==> src/rtl/controller_v2.sv <==
// Instruction-sequencing controller: fetch/decode/execute FSM with a bounded
// fetch wait and a sticky fault state. Outputs decode the state register and op.
module controller_v2 #(
  parameter int OPW     = 4,
  parameter int ALUW    = 4,
  parameter int TIMEOUT = 15
) (
  input  logic            clk,
  input  logic            CLB,
  input  logic            z,
  input  logic            c,
  input  logic [OPW-1:0]  op,
  input  logic            mem_ack,
  input  logic            resume,
  output logic            mem_req,
  output logic            LoadIR,
  output logic            IncPC,
  output logic            SelPC,
  output logic            LoadPC,
  output logic            LoadReg,
  output logic            LoadAcc,
  output logic [1:0]      SelACC,
  output logic [ALUW-1:0] SelALU,
  output logic            halted,
  output logic            fault,
  output logic [2:0]      state_o
);

  typedef enum logic [2:0] {
    S_FETCH  = 3'b000,
    S_DECODE = 3'b001,
    S_JUMP   = 3'b010,
    S_EXEC   = 3'b011,
    S_STORE  = 3'b100,
    S_HALT   = 3'b101,
    S_FAULT  = 3'b110,
    S_INIT   = 3'b111
  } state_e;

  localparam logic [3:0] OP_NOP  = 4'b0000;
  localparam logic [3:0] OP_ADD  = 4'b0001;
  localparam logic [3:0] OP_SUB  = 4'b0010;
  localparam logic [3:0] OP_NOR  = 4'b0011;
  localparam logic [3:0] OP_MOVR = 4'b0100;
  localparam logic [3:0] OP_MOVA = 4'b0101;
  localparam logic [3:0] OP_JZRS = 4'b0110;
  localparam logic [3:0] OP_JZIM = 4'b0111;
  localparam logic [3:0] OP_JCRS = 4'b1000;
  localparam logic [3:0] OP_JCIM = 4'b1010;
  localparam logic [3:0] OP_SHL  = 4'b1011;
  localparam logic [3:0] OP_SHR  = 4'b1100;
  localparam logic [3:0] OP_LDIM = 4'b1101;
  localparam logic [3:0] OP_HALT = 4'b1111;

  localparam logic [7:0] WAIT_LIMIT = 8'(TIMEOUT);

  state_e     state_q, state_d;
  logic [7:0] wait_q, wait_d;
  logic [3:0] opc_s;
  logic       legal_s;

  // Upper opcode bits must be clear; 1001 and 1110 are unassigned.
  function automatic logic op_legal(input logic [OPW-1:0] o);
    logic [OPW-1:0] hi;
    hi = o >> 3'd4;
    return (hi == {OPW{1'b0}}) && (o[3:0] != 4'b1001) && (o[3:0] != 4'b1110);
  endfunction

  assign opc_s   = op[3:0];
  assign legal_s = op_legal(op);

  always_ff @(posedge clk) begin
    if (CLB) begin
      state_q <= S_INIT;
      wait_q  <= 8'd0;
    end else begin
      state_q <= state_d;
      wait_q  <= wait_d;
    end
  end

  // The wait counter only survives consecutive unacknowledged FETCH cycles.
  always_comb begin
    state_d = state_q;
    wait_d  = 8'd0;
    case (state_q)
      S_INIT:  state_d = S_FETCH;
      S_FETCH: begin
        if (mem_ack) begin
          state_d = S_DECODE;
        end else if (wait_q == WAIT_LIMIT) begin
          state_d = S_FAULT;
        end else begin
          state_d = S_FETCH;
          wait_d  = wait_q + 8'd1;
        end
      end
      S_DECODE: begin
        if (!legal_s) begin
          state_d = S_FAULT;
        end else begin
          case (opc_s)
            OP_NOP:                            state_d = S_FETCH;
            OP_ADD, OP_SUB, OP_NOR, OP_MOVR,
            OP_SHL, OP_SHR, OP_LDIM:           state_d = S_EXEC;
            OP_MOVA:                           state_d = S_STORE;
            OP_JZRS, OP_JZIM:                  state_d = z ? S_JUMP : S_FETCH;
            OP_JCRS, OP_JCIM:                  state_d = c ? S_JUMP : S_FETCH;
            OP_HALT:                           state_d = S_HALT;
            default:                           state_d = S_FAULT;
          endcase
        end
      end
      S_JUMP:  state_d = S_FETCH;
      S_EXEC:  state_d = S_FETCH;
      S_STORE: state_d = S_FETCH;
      S_HALT:  state_d = resume ? S_FETCH : S_HALT;
      S_FAULT: state_d = S_FAULT;
      default: state_d = S_FAULT;
    endcase
  end

  // Reset forces the INIT output pattern even before the state register updates.
  always_comb begin
    mem_req = 1'b0;
    LoadIR  = 1'b0;
    IncPC   = 1'b0;
    SelPC   = 1'b0;
    LoadPC  = 1'b0;
    LoadReg = 1'b0;
    LoadAcc = 1'b0;
    SelACC  = 2'b00;
    SelALU  = {ALUW{1'b0}};
    halted  = 1'b0;
    fault   = 1'b0;
    state_o = state_q;
    if (CLB) begin
      state_o = S_INIT;
    end else begin
      case (state_q)
        S_FETCH: begin
          mem_req = 1'b1;
          LoadIR  = mem_ack;
        end
        S_DECODE: IncPC = 1'b1;
        S_JUMP: begin
          LoadPC = 1'b1;
          SelPC  = (opc_s == OP_JZRS) || (opc_s == OP_JCRS);
        end
        S_EXEC: begin
          LoadAcc = 1'b1;
          SelACC  = (opc_s == OP_MOVR) ? 2'b10 : ((opc_s == OP_LDIM) ? 2'b11 : 2'b00);
          SelALU  = ALUW'(opc_s);
        end
        S_STORE: LoadReg = 1'b1;
        S_HALT:  halted  = 1'b1;
        S_FAULT: fault   = 1'b1;
        default: begin
        end
      endcase
    end
  end

endmodule

==> config.mk <==
export PLATFORM = sky130hd
export DESIGN_NAME = controller_v2
export DESIGN_NICKNAME = d
export VERILOG_FILES = /design/src/rtl/controller_v2.sv
export SDC_FILE = /design/constraint.sdc
export NUM_CORES = 1
export LEC_CHECK = 0
export ABC_AREA = 1
export BUFFER_PORTS_ARGS = -buffer_cell sky130_fd_sc_hd__buf_2
export CORE_AREA = 3 3 46 52
export DETAILED_ROUTE_END_ITERATION = 12
export DIE_AREA = 0 0 49 55
export GPL_TIMING_DRIVEN = 0
export SYNTH_ARGS = -nofsm -noshare
export SYNTH_HDL_FRONTEND = slang
export SYNTH_SLANG_ARGS = --single-unit
==> constraint.sdc <==
create_clock -name clk -period 1.3 [get_ports clk]
set_input_delay 0.13 -clock clk [delete_from_list [all_inputs] [get_ports clk]]
set_output_delay 0.13 -clock clk [all_outputs]
set_load 0.02 [all_outputs]
## Yosys cells after proc, flatten, opt, wreduce, memory -nomap -nowiden

Cells that the tools add are included.
Widths: inputs -> output; s select.

| operators by class | value |
|---|---|
| eq/ne operators | 23 |
| bitwise operators | 1 |
| add/subtract/negate cells | 1 |
| mux-type cells | 33 |
| reduce and logical (&&, ||, !) cells | 9 |

Operators with widths:

| operator | count |
|---|---|
| $eq 4x4->1 const B | 6 |
| $mux 1 | 18 |
| $pmux 3 s6 | 1 |
| $eq 4x3->1 const B | 4 |
| $mux 3 | 5 |
| $pmux 3 s5 | 1 |
| $eq 3x3->1 const B | 4 |
| $mux 2 | 6 |
| $add 8x1->8 const B | 1 |
| $eq 4x2->1 const B | 2 |
| $eq 8x4->1 const B | 1 |
| $mux 4 | 2 |
| $ne 4x4->1 const B | 2 |
| $reduce_or 4->1 | 2 |
| $reduce_or 7->1 | 1 |
| $eq 3x2->1 const B | 2 |
| $eq 4x1->1 const B | 1 |
| $logic_not 4->1 | 1 |
| $reduce_or 2->1 | 2 |
| $eq 3x1->1 const B | 1 |
| $logic_not 3->1 | 1 |
| $logic_and 1x1->1 | 1 |
| $logic_or 1x1->1 | 1 |
| $not 1->1 | 1 |

| storage, ports and cells | value |
|---|---|
| bits of input ports | 10 |
| output and inout bits | 18 |
| flip-flop bits (word level) | 11 |
| logic and storage cells | 69 |

## Logic depth before layout (Yosys ltp)

Gate-level depths: netlist of run 1.

| logic depth | value |
|---|---|
| word-level depth | 5 |
| depth in mapped cells | 8 |
| gate-level depth less buffers | 8 |

## Least setup slack after synthesis of run 1

OpenSTA, ideal clock, no wires.

| path | value |
|---|---|
| kind | register -> output |
| start point | register state_q[0] |
| end point | output SelACC[0] |
| path buffers | 0 |
| path slack | -0.155 ns |
| stages on the path, launching flop included | 5 |
| arrival | 1.325 ns |
| cells stage by stage | dfxtp_1 > inv_1 > nor3_1 > nand2_1 > nor4_1 |

| on the way | value |
|---|---|
| longest elaborated chain between the ends | 3 |

RTL lines:

| item | RTL line | RTL |
|---|---|---|
| start, declared | 57 | `state_e state_q, state_d;` |
| start signal, assigned | 77 | `state_q <= state_d;` |
| $eq 3x2->1 | 140 | `case (state_q)` |
| $mux 2 | 140 |  |
| $mux 2 | 137 | `if (CLB) begin` |
| end, declared | 22 | `output logic [1:0] SelACC,` |

No other way between the ends.

## Worst setup path in the final report of run 1

| path | value |
|---|---|
| start point | register state_q[2] |
| end point | output SelACC[0] |

The elaborated chain is that of the path after synthesis.

==> results of run 1 <==
[power breakdown]
part / internal (uW) / leakage (uW) / switching, uW
Sequential: 365 / 0.0000906 / 19.2
Clock: 119 / 0.0000150 / 111
Combinational: 141 / 0.000429 / 242
Total: 625 / 0.000535 / 372
[cells in the mapped netlist, drive strengths merged]
cell type  number  area [sq um]
xor2            4         35.03
nor2           32         125.1
a21oi           2         10.01
nand3           9         50.05
o211ai          1         12.51
nand4           1         6.260
nor3            5         25.02
ha              1         12.51
inv            24         90.08
o21ai           4         20.01
a22oi           2         15.01
xnor2           1         8.760
dfxtp          11         220.2
nor4            1         6.260
nand2          32         122.6
[layer usage]
layer | global-route usage | up-vias | wire [um]
met1 | 0.1516 | 365 | 800
met4 | 0.07109 | 0 | 34
met3 | 0.02413 | 4 | 89
met5 | 0 | - | 0
met2 | 0.2534 | 24 | 879
li1 | - | 470 | -
[sequential cells by signal (all words and copies together) (netlist names)]
signal,count
wait_q,8
state_q,3
[logic make-up after synthesis]
logic type / count (synthesis)
AO/OA/AOI/OAI: 9
XOR/XNOR: 5
adder cells (fa/ha/maj): 1
buffers and inverters: 24
flip-flops: 11
AND/OR/NAND/NOR: 80
[worst register-to-register path: stages, from the launching register on]
cell and delay (ns):
dfxtp_2 0.35, ha_2 0.19, nand3_2 0.14, o211ai_4 0.30, nor2_1 0.09
[through the flow]
| step | hold slack, ns | std cells | total power [uW] | setup WS, ns |
|---|---|---|---|---|
| 2_1_floorplan | 0.3123 | 130 | 587.0 | 0.07351 |
| 3_3_place_gp | 0.4188 | 185 | 679.4 | 0.02954 |
| 3_5_place_dp | 0.4235 | 185 | 677.8 | 0.03036 |
| 4_1_cts | 0.1406 | 190 | 938.2 | -0.1221 |
| 5_1_grt | 0.1561 | 192 | 1070 | -0.1583 |
| 6_report | 0.1387 | 192 | 997.0 | -0.07609 |
[final cells by class]
class / count / share of cell area
clock buffers: 4 / 0.02408
inverters: 24 / 0.08257
multi-input cells: 95 / 0.4702
flip-flops and latches: 11 / 0.2087
well taps: 28 / 0.03211
repair buffers: 30 / 0.1823
[cells in the final DEF, fill, tap and decap left out, drive strengths merged]
cell,n
a21oi,2
a22oi,2
buf,30
clkbuf,4
dfxtp,11
ha,1
inv,24
nand2,32
nand3,9
nand4,1
nor2,32
nor3,5
nor4,1
o211ai,1
o21ai,4
xnor2,1
xor2,4
[worst paths after layout]
check | end | start | slack [ns]
max | SelACC[0] | state_q[2]$_SDFF_PP1_ | -0.08
max reg2reg | wait_q[0]$_SDFF_PP0_ | wait_q[0]$_SDFF_PP0_ | 0.12
min reg2reg | wait_q[0]$_SDFF_PP0_ | wait_q[0]$_SDFF_PP0_ | 0.44
min | state_q[0]$_SDFF_PP1_ | resume | 0.14
[what timing repair did]
item                       in CTS  in global routing
pin swaps                       4                  4
setup buffers                   1                  2
gates resized for setup        12                 23
gates cloned                    0                  0
setup endpoints to repair       9                 22
==> metrics.csv, run 1 <==
stage,metric,value,unit
grt,number of global-route vias before repair,730,
hold_path,Hold Crit Class,in2reg,
setup_path,worst path bufs/invs,1,
clocking,CTS tree,built,
clocking,CTS sink count,11,
logic_synthesis,combinational family with the most area after synthesis,simple AND/OR/NAND/NOR gates,
final_layout,Layout Area Growth over Synthesis,43.66,%
final_layout,final design utilization,0.5516,
die,Die H,55,um
hold_path,cell count of the worst hold path,4,
route,Routed Antenna Nets,0,
setup_path,"Req. time, crit path",1.17,ns
clocking,clock root cell,clkbuf_4,
route,WL/cell,9.396,um
final_layout,layout cells sized above 1,0.3598,
logic_synthesis,synth unique cells,20,
setup_path,crit start category,flop,
power_and_ir_drop,Power Density,913.8,nW/um^2
die,Core ar.,1978,sq um
grt,antenna violations before repair,0,
logic_synthesis,Ys Warns,0,
placement,Port-buffer cells,27,
logic_synthesis,simple logic cell fraction of the synthesized area,0.4415,
power_and_ir_drop,maximum vdd drop,0.0004202,V
grt,GRT Util Overall,0.1358,
timing,Layout Skew,0.005651,ns
final_layout,number of diodes,0,
route,total length of routed wires,1804,um
logic_synthesis,synthesized-area fraction occupied by adder cells,0.01647,
timing,RSZ-0062 raised after global routing,true,
setup_path,CP Capture Type,output port,
final_layout,final non-filler cell area,1091,sq um
timing,fin crit share,1.059,
timing,Fmax,726.7,MHz
timing,Final Setup Violations,3,
logic_synthesis,Post-Syn Area,759.5,sq um
clocking,CTS Buf Count,3,
grt,first-pass GRT wire length,2849,um
logic_synthesis,Post-Syn Nets,141,
die,# rows,17,
die,Die ar.,2695,sq um
setup_path,Slowest cell on crit path,dfxtp_4,
clocking,Clock transition at path regs,0.06,ns
logic_synthesis,Yosys reg bits,11,
timing,minimum clock period,1.376,ns
setup_path,reg2reg path depth,4,
timing,relative slew slack,0.8157,
placement,RD Place Congestion,0.7457,
placement,Detailed Place HPWL,1358,um
route,DR iter-0 viols,11,
setup_path,Worst path depth,4,
final_layout,FILL cells,199,
die,Die Wd,49,um
route,DRC,0,
setup_path,Worst Setup Path Type,reg2out,
logic_synthesis,mux cell area share after synthesis,0,
power_and_ir_drop,Lkg Pwr,0.0005350,uW
final_layout,register area,227.7,sq um
final_layout,Multi-input gate area,513.0,sq um
grt,largest net degree at the start of global routing,9,
grt,total congestion overflow,0,
route,vias,863,
clocking,clock buffer depth,2,
timing,TNS Setup,-0.1637,ns
run_status,violated checks,setup timing,
timing,worst slew pin tran,0.2752,ns
route,via-per-instance ratio,4.495,
setup_path,Crit Path Max Fanout,7,
clocking,worst skew pair latency,0.27,ns
logic_synthesis,Cells after Synth,130,
logic_synthesis,post-synthesis xor/xnor area fraction,0.05766,
logic_synthesis,synthesized area per cell,5.842,sq um
clocking,htree depth,1,
clocking,hold buffer count at CTS,0,
setup_path,critical path arrival,1.25,ns
die,Initial Util,0.3839,
timing,"Hold Violations, Final",0,
setup_path,CP top delay family,simple AND/OR/NAND/NOR gates,
placement,area post-placement,935.9,sq um
logic_synthesis,Synth Area in Compound Gates,0.07578,
route,Pre-antenna DRT Iters,4,
die,# IOs,28,
logic_synthesis,register area share after synthesis,0.2900,
run_status,outcome,finished with violations,
timing,Max Slew Vio Count,0,
flow_run,max cap viols,0,
final_layout,Final nets,176,
setup_path,CP Cell Sequence,"nor3_4, nand2_4, nor4_2, buf_2",
timing,fin worst setup slack,-0.07609,ns
setup_path,Max stage delay on crit path,0.36,ns
(Power assumes the default switching activity.)
==> inputs of run 2 (changes only) <==
--- a/config.mk
+++ b/config.mk
@@ -8,3 +8,2 @@
 export ABC_AREA = 1
-export BUFFER_PORTS_ARGS = -buffer_cell sky130_fd_sc_hd__buf_2
 export CORE_AREA = 3 3 46 52
@@ -12,3 +11,5 @@
 export DIE_AREA = 0 0 49 55
+export DONT_BUFFER_PORTS = 1
 export GPL_TIMING_DRIVEN = 0
+export HOLD_SLACK_MARGIN = 0.03
 export SYNTH_ARGS = -nofsm -noshare
==> constraint.sdc (replaced) <==
create_clock -name clk -period 1.3 [get_ports clk]
set_input_delay 0 -clock clk [delete_from_list [all_inputs] [get_ports clk]]
set_output_delay 0 -clock clk [all_outputs]
set_load 0.02 [all_outputs]
==> metrics.csv, run 2 (synthesis results as in run 1) <==
stage,metric,value,unit
placement,worst setup slack after placement,-0.07690,ns
setup_path,critical path arrival,1.38,ns
grt,GR Util met3,0.03217,
route,DR iter-0 viols,13,
timing,Layout Skew,0.001437,ns
die,Die H,55,um
timing,Fmax,726.1,MHz
placement,placed insts,158,
run_status,outcome,finished with violations,
setup_path,RR Endpoint,state_q[2]$_SDFF_PP1_,
final_layout,"most common cell after layout, fill and taps aside",nand2_1,
setup_path,reg2reg path depth,7,
clocking,Clock transition at path regs,0.07,ns
route,Pre-antenna DRT Iters,4,
timing,fin crit share,1.059,
hold_path,Hold Crit Class,in2reg,
power_and_ir_drop,P_sw,404.2,uW
grt,first-pass GRT wire length,3029,um
flow_run,max cap viols,0,
timing,worst slew pin tran,0.3861,ns
route,WL/cell,11.58,um
final_layout,Biggest register,wait_q,
final_layout,Multi-input gate area,581.8,sq um
grt,grt met1 use,0.1532,
setup_path,"Req. time, crit path",1.30,ns
timing,Final Setup Violations,3,
grt,number of global-route vias before repair,772,
clocking,CTS Buf Count,3,
placement,Detailed Place HPWL,1346,um
timing,minimum clock period,1.377,ns
power_and_ir_drop,Clk pwr share,0.239,
hold_path,cell count of the worst hold path,4,
grt,met2 usage,0.2760,
hold_path,Hold Crit Start,op[0],
power_and_ir_drop,Internal,599.1,uW
die,Die Wd,49,um
clocking,clock buffer depth,2,
timing,hold slack,0.02807,ns
setup_path,Worst Setup Path Type,reg2out,
final_layout,biggest regs,"wait_q: 8 flops, state_q: 3 flops",
die,Die ar.,2695,sq um
final_layout,layout cells sized above 1,0.2828,
setup_path,worst r2r src,state_q[1]$_SDFF_PP1_,
timing,Max Slew Vio Count,0,
placement,Port-buffer cells,0,
clocking,worst skew pair latency,0.27,ns
route,vias,861,
final_layout,most frequent cells in the layout,"30 x nand2_1, 21 x nor2_1, 15 x inv_1",
grt,largest net degree at the start of global routing,9,
timing,"Hold Violations, Final",0,
grt,grt peak-use layer,met2,
setup_path,CP startpoint,state_q[1]$_SDFF_PP1_,
setup_path,crit start category,flop,
power_and_ir_drop,maximum vdd drop,0.0005806,V
die,Initial Util,0.3839,
timing,relative slew slack,0.7407,
setup_path,CP Capture Type,output port,
die,# IOs,28,
placement,RD Place Congestion,0.7435,
route,total length of routed wires,2003,um
power_and_ir_drop,Gate power share,0.380,
power_and_ir_drop,Lkg Pwr,0.0004581,uW
power_and_ir_drop,Power Density,953.5,nW/um^2
setup_path,Crit Path Max Fanout,5,
final_layout,FILL cells,203,
route,Routed Antenna Nets,0,
setup_path,Reg2Reg Setup Slack,0.07,ns
final_layout,number of diodes,0,
clocking,CTS sink count,11,
die,Core ar.,1978,sq um
die,# rows,17,
hold_path,Worst Hold Endpoint,state_q[0]$_SDFF_PP1_,
power_and_ir_drop,Pwr Total,1003,uW
grt,total congestion overflow,0,
final_layout,Layout Area Growth over Synthesis,38.55,%
route,via-per-instance ratio,4.977,
final_layout,Finished Layout Cells,173,
final_layout,register area,222.7,sq um
final_layout,final design utilization,0.5319,
grt,GRT Util Overall,0.1488,
final_layout,flip-flop count of the largest register after layout,8,
power_and_ir_drop,share of power burned in registers,0.381,
route,DRC,0,
power_and_ir_drop,switch share,0.4029,
timing,RSZ-0062 raised after global routing,true,
run_status,violated checks,setup timing,
clocking,clock root cell,clkbuf_4,
clocking,htree depth,1,
grt,antenna violations before repair,0,
clocking,CTS tree,built,
final_layout,Final nets,157,
timing,fin worst setup slack,-0.07716,ns
-- run 2: cell types whose count changed in the layout (fill, tap and decap cells not counted), sizes merged --
cell         delta
buf            -23
dlygate4sd3     +4
-- run 2: power groups by stage --
| stage | Sequential, uW | Clock, uW | Combinational (uW) |
|---|---|---|---|
| 5_1_grt | 384 | 258 | 418 |
| 3_3_place_gp | 382 | 0 | 242 |
| 4_1_cts | 380 | 251 | 328 |
| 3_5_place_dp | 382 | 0 | 244 |
| 2_1_floorplan | 379 | 0 | 208 |
| 6_report | 382 | 240 | 381 |
-- run 2: area by class of cell --
class | count | share of cell area
tap | 28 | 0.03329
multi-input combinational | 95 | 0.5529
inverter | 24 | 0.08561
sequential | 11 | 0.2117
timing repair buffer | 11 | 0.09156
clock buffer | 4 | 0.02497
-- run 2: worst max-delay path, stage by stage, from the launching register on --
cell and delay, ns:
dfxtp_2 0.33, inv_2 0.05, nor3_4 0.19, nand2_4 0.10, nor4_4 0.43
-- run 2: metal layers --
layer / up-vias / part of all wire
met5: - / 0
met3: 4 / 0.061
li1: 436 / -
met1: 385 / 0.39
met4: 0 / 0.018
met2: 36 / 0.53
-- run 2: stage by stage --
step	area, sq um	TNS, ns
floorplan	765.7	0
global placement	800.8	-0.3849
detailed placement	800.8	-0.5377
CTS	991.0	-0.1090
global route	1052	-0.4364
finish	1052	-0.1359
-- run 2: what timing repair did --
item / in CTS / in global routing
gates cloned: 0 / 0
endpoints found under the setup margin: 17 / 21
pin swaps: 5 / 5
hold buffers: 5 / 0
resized for setup: 23 / 11
endpoints found under the hold margin: 3 / 0
setup buffers: 4 / 3
-- run 2: how the worst max path moves through the flow --
stage | endpoint | cells after the start | slack [ns]
floorplan | wait_q[0]$_SDFF_PP0_ | 5 | 0.12
global placement | wait_q[6]$_SDFF_PP0_ | 5 | -0.08
detailed placement | wait_q[6]$_SDFF_PP0_ | 5 | -0.08
CTS | SelALU[2] | 5 | -0.05
global route | SelACC[0] | 4 | -0.16
finish | SelACC[0] | 4 | -0.08
==> inputs of run 3 (changes only) <==
Settings changed: RECOVER_POWER set to 25.
==> metrics.csv, run 3 (synthesis results as in run 1) <==
stage,metric,value,unit
run_status,outcome,finished with violations,
run_status,violated checks,setup timing,
timing,RSZ-0062 raised after global routing,true,
clocking,CTS Buf Count,3,
grt,first-pass GRT wire length,3029,um
clocking,worst skew pair latency,0.27,ns
final_layout,FILL cells,204,
final_layout,final design utilization,0.5294,
power_and_ir_drop,maximum vdd drop,0.0005744,V
route,DR iter-0 viols,13,
die,# rows,17,
final_layout,number of diodes,0,
hold_path,Hold Crit Start,op[0],
final_layout,most frequent cells in the layout,"30 x nand2_1, 21 x nor2_1, 15 x inv_1",
clocking,CTS sink count,11,
final_layout,biggest regs,"wait_q: 8 flops, state_q: 3 flops",
timing,Final Setup Violations,12,
clocking,Clock transition at path regs,0.07,ns
die,# IOs,28,
die,Initial Util,0.3839,
placement,Port-buffer cells,0,
timing,fin crit share,1.059,
power_and_ir_drop,Pwr Total,998.7,uW
hold_path,Worst Hold Endpoint,state_q[0]$_SDFF_PP1_,
route,Routed Antenna Nets,0,
setup_path,critical path arrival,1.38,ns
timing,worst slew pin tran,0.3861,ns
placement,placed insts,158,
clocking,clock root cell,clkbuf_4,
die,Die Wd,49,um
clocking,clock buffer depth,2,
timing,"Hold Violations, Final",0,
route,vias,861,
timing,hold slack,0.02807,ns
setup_path,"Req. time, crit path",1.30,ns
timing,Layout Skew,0.001437,ns
timing,Max Slew Vio Count,0,
setup_path,RR Endpoint,wait_q[6]$_SDFF_PP0_,
power_and_ir_drop,switch share,0.4018,
timing,relative slew slack,0.7407,
timing,fin worst setup slack,-0.07716,ns
setup_path,Crit Path Max Fanout,5,
grt,number of global-route vias before repair,772,
setup_path,Reg2Reg Setup Slack,0,ns
flow_run,max cap viols,0,
clocking,htree depth,1,
grt,largest net degree at the start of global routing,9,
power_and_ir_drop,Clk pwr share,0.240,
setup_path,reg2reg path depth,5,
power_and_ir_drop,share of power burned in registers,0.383,
die,Core ar.,1978,sq um
grt,total congestion overflow,0,
grt,antenna violations before repair,0,
final_layout,flip-flop count of the largest register after layout,8,
power_and_ir_drop,Gate power share,0.377,
timing,Fmax,726.1,MHz
route,DRC,0,
final_layout,Layout Area Growth over Synthesis,37.89,%
final_layout,"most common cell after layout, fill and taps aside",nand2_1,
power_and_ir_drop,P_sw,401.3,uW
power_and_ir_drop,Internal,597.4,uW
die,Die ar.,2695,sq um
final_layout,Finished Layout Cells,173,
hold_path,Hold Crit Class,in2reg,
setup_path,crit start category,flop,
grt,GRT Util Overall,0.1488,
die,Die H,55,um
final_layout,Biggest register,wait_q,
route,via-per-instance ratio,4.977,
placement,Detailed Place HPWL,1346,um
setup_path,worst r2r src,state_q[2]$_SDFF_PP1_,
power_and_ir_drop,Lkg Pwr,0.0004542,uW
final_layout,Final nets,157,
setup_path,Worst Setup Path Type,reg2out,
hold_path,cell count of the worst hold path,4,
final_layout,layout cells sized above 1,0.2828,
timing,minimum clock period,1.377,ns
setup_path,CP Capture Type,output port,
clocking,CTS tree,built,
route,total length of routed wires,2003,um
route,WL/cell,11.58,um
route,Pre-antenna DRT Iters,4,
power_and_ir_drop,Power Density,953.6,nW/um^2
placement,RD Place Congestion,0.7435,
## run 3: worst max-delay path by stage
| stage | from | to | slack, ns | cells after the start |
|---|---|---|---|---|
| global route | state_q[1]$_SDFF_PP1_ | SelACC[0] | -0.16 | 4 |
| global placement | state_q[2]$_SDFF_PP1_ | wait_q[6]$_SDFF_PP0_ | -0.08 | 5 |
| CTS | state_q[1]$_SDFF_PP1_ | SelALU[2] | -0.05 | 5 |
| finish | state_q[1]$_SDFF_PP1_ | SelACC[0] | -0.08 | 4 |
| floorplan | state_q[2]$_SDFF_PP1_ | wait_q[0]$_SDFF_PP0_ | 0.12 | 5 |
| detailed placement | state_q[2]$_SDFF_PP1_ | wait_q[6]$_SDFF_PP0_ | -0.08 | 5 |
## run 3: what timing repair did
action | CTS | global route
endpoints found under the hold margin | 3 | 0
endpoints found under the setup margin | 17 | 21
buffers inserted | 4 | 3
pin swaps | 5 | 5
resized for setup | 23 | 11
hold buffers | 5 | 0
## run 3: cell type report
type | count | area, sq um | share of cell area
clock buffers | 4 | 26.28 | 0.02509
repair buffers | 11 | 96.34 | 0.09200
inverters | 24 | 90.09 | 0.08602
flip-flops and latches | 11 | 222.7 | 0.2127
multi-input cells | 95 | 576.8 | 0.5508
well taps | 28 | 35.03 | 0.03345
## run 3: power by group through the flow
stage               Clock, uW  Sequential, uW  Combinational, uW
floorplan                   0             379                208
global placement            0             382                242
detailed placement          0             382                244
CTS                       251             380                328
global route              258             384                413
finish                    240             382                376
## run 3: critical path, cell delays in order, from the launching register on
cell	delay [ns]
dfxtp_2	0.33
inv_2	0.05
nor3_4	0.19
nand2_4	0.10
nor4_4	0.43
## run 3: routing by layer
metal,track usage,vias up,routed length (um)
li1,-,436,-
met1,0.1532,385,771
met2,0.2760,36,1070
met3,0.03217,4,123
met4,0.1090,0,37
met5,0,-,0
## run 3: metrics by stage
step / setup slack [ns] / setup TNS [ns] / instance area, sq um
2_1_floorplan: 0.1210 / 0 / 765.7
6_report: -0.07716 / -0.2263 / 1047
3_3_place_gp: -0.07844 / -0.3849 / 800.8
3_5_place_dp: -0.07690 / -0.5377 / 800.8
4_1_cts: -0.05325 / -0.1090 / 991.0
5_1_grt: -0.1567 / -1.359 / 1047
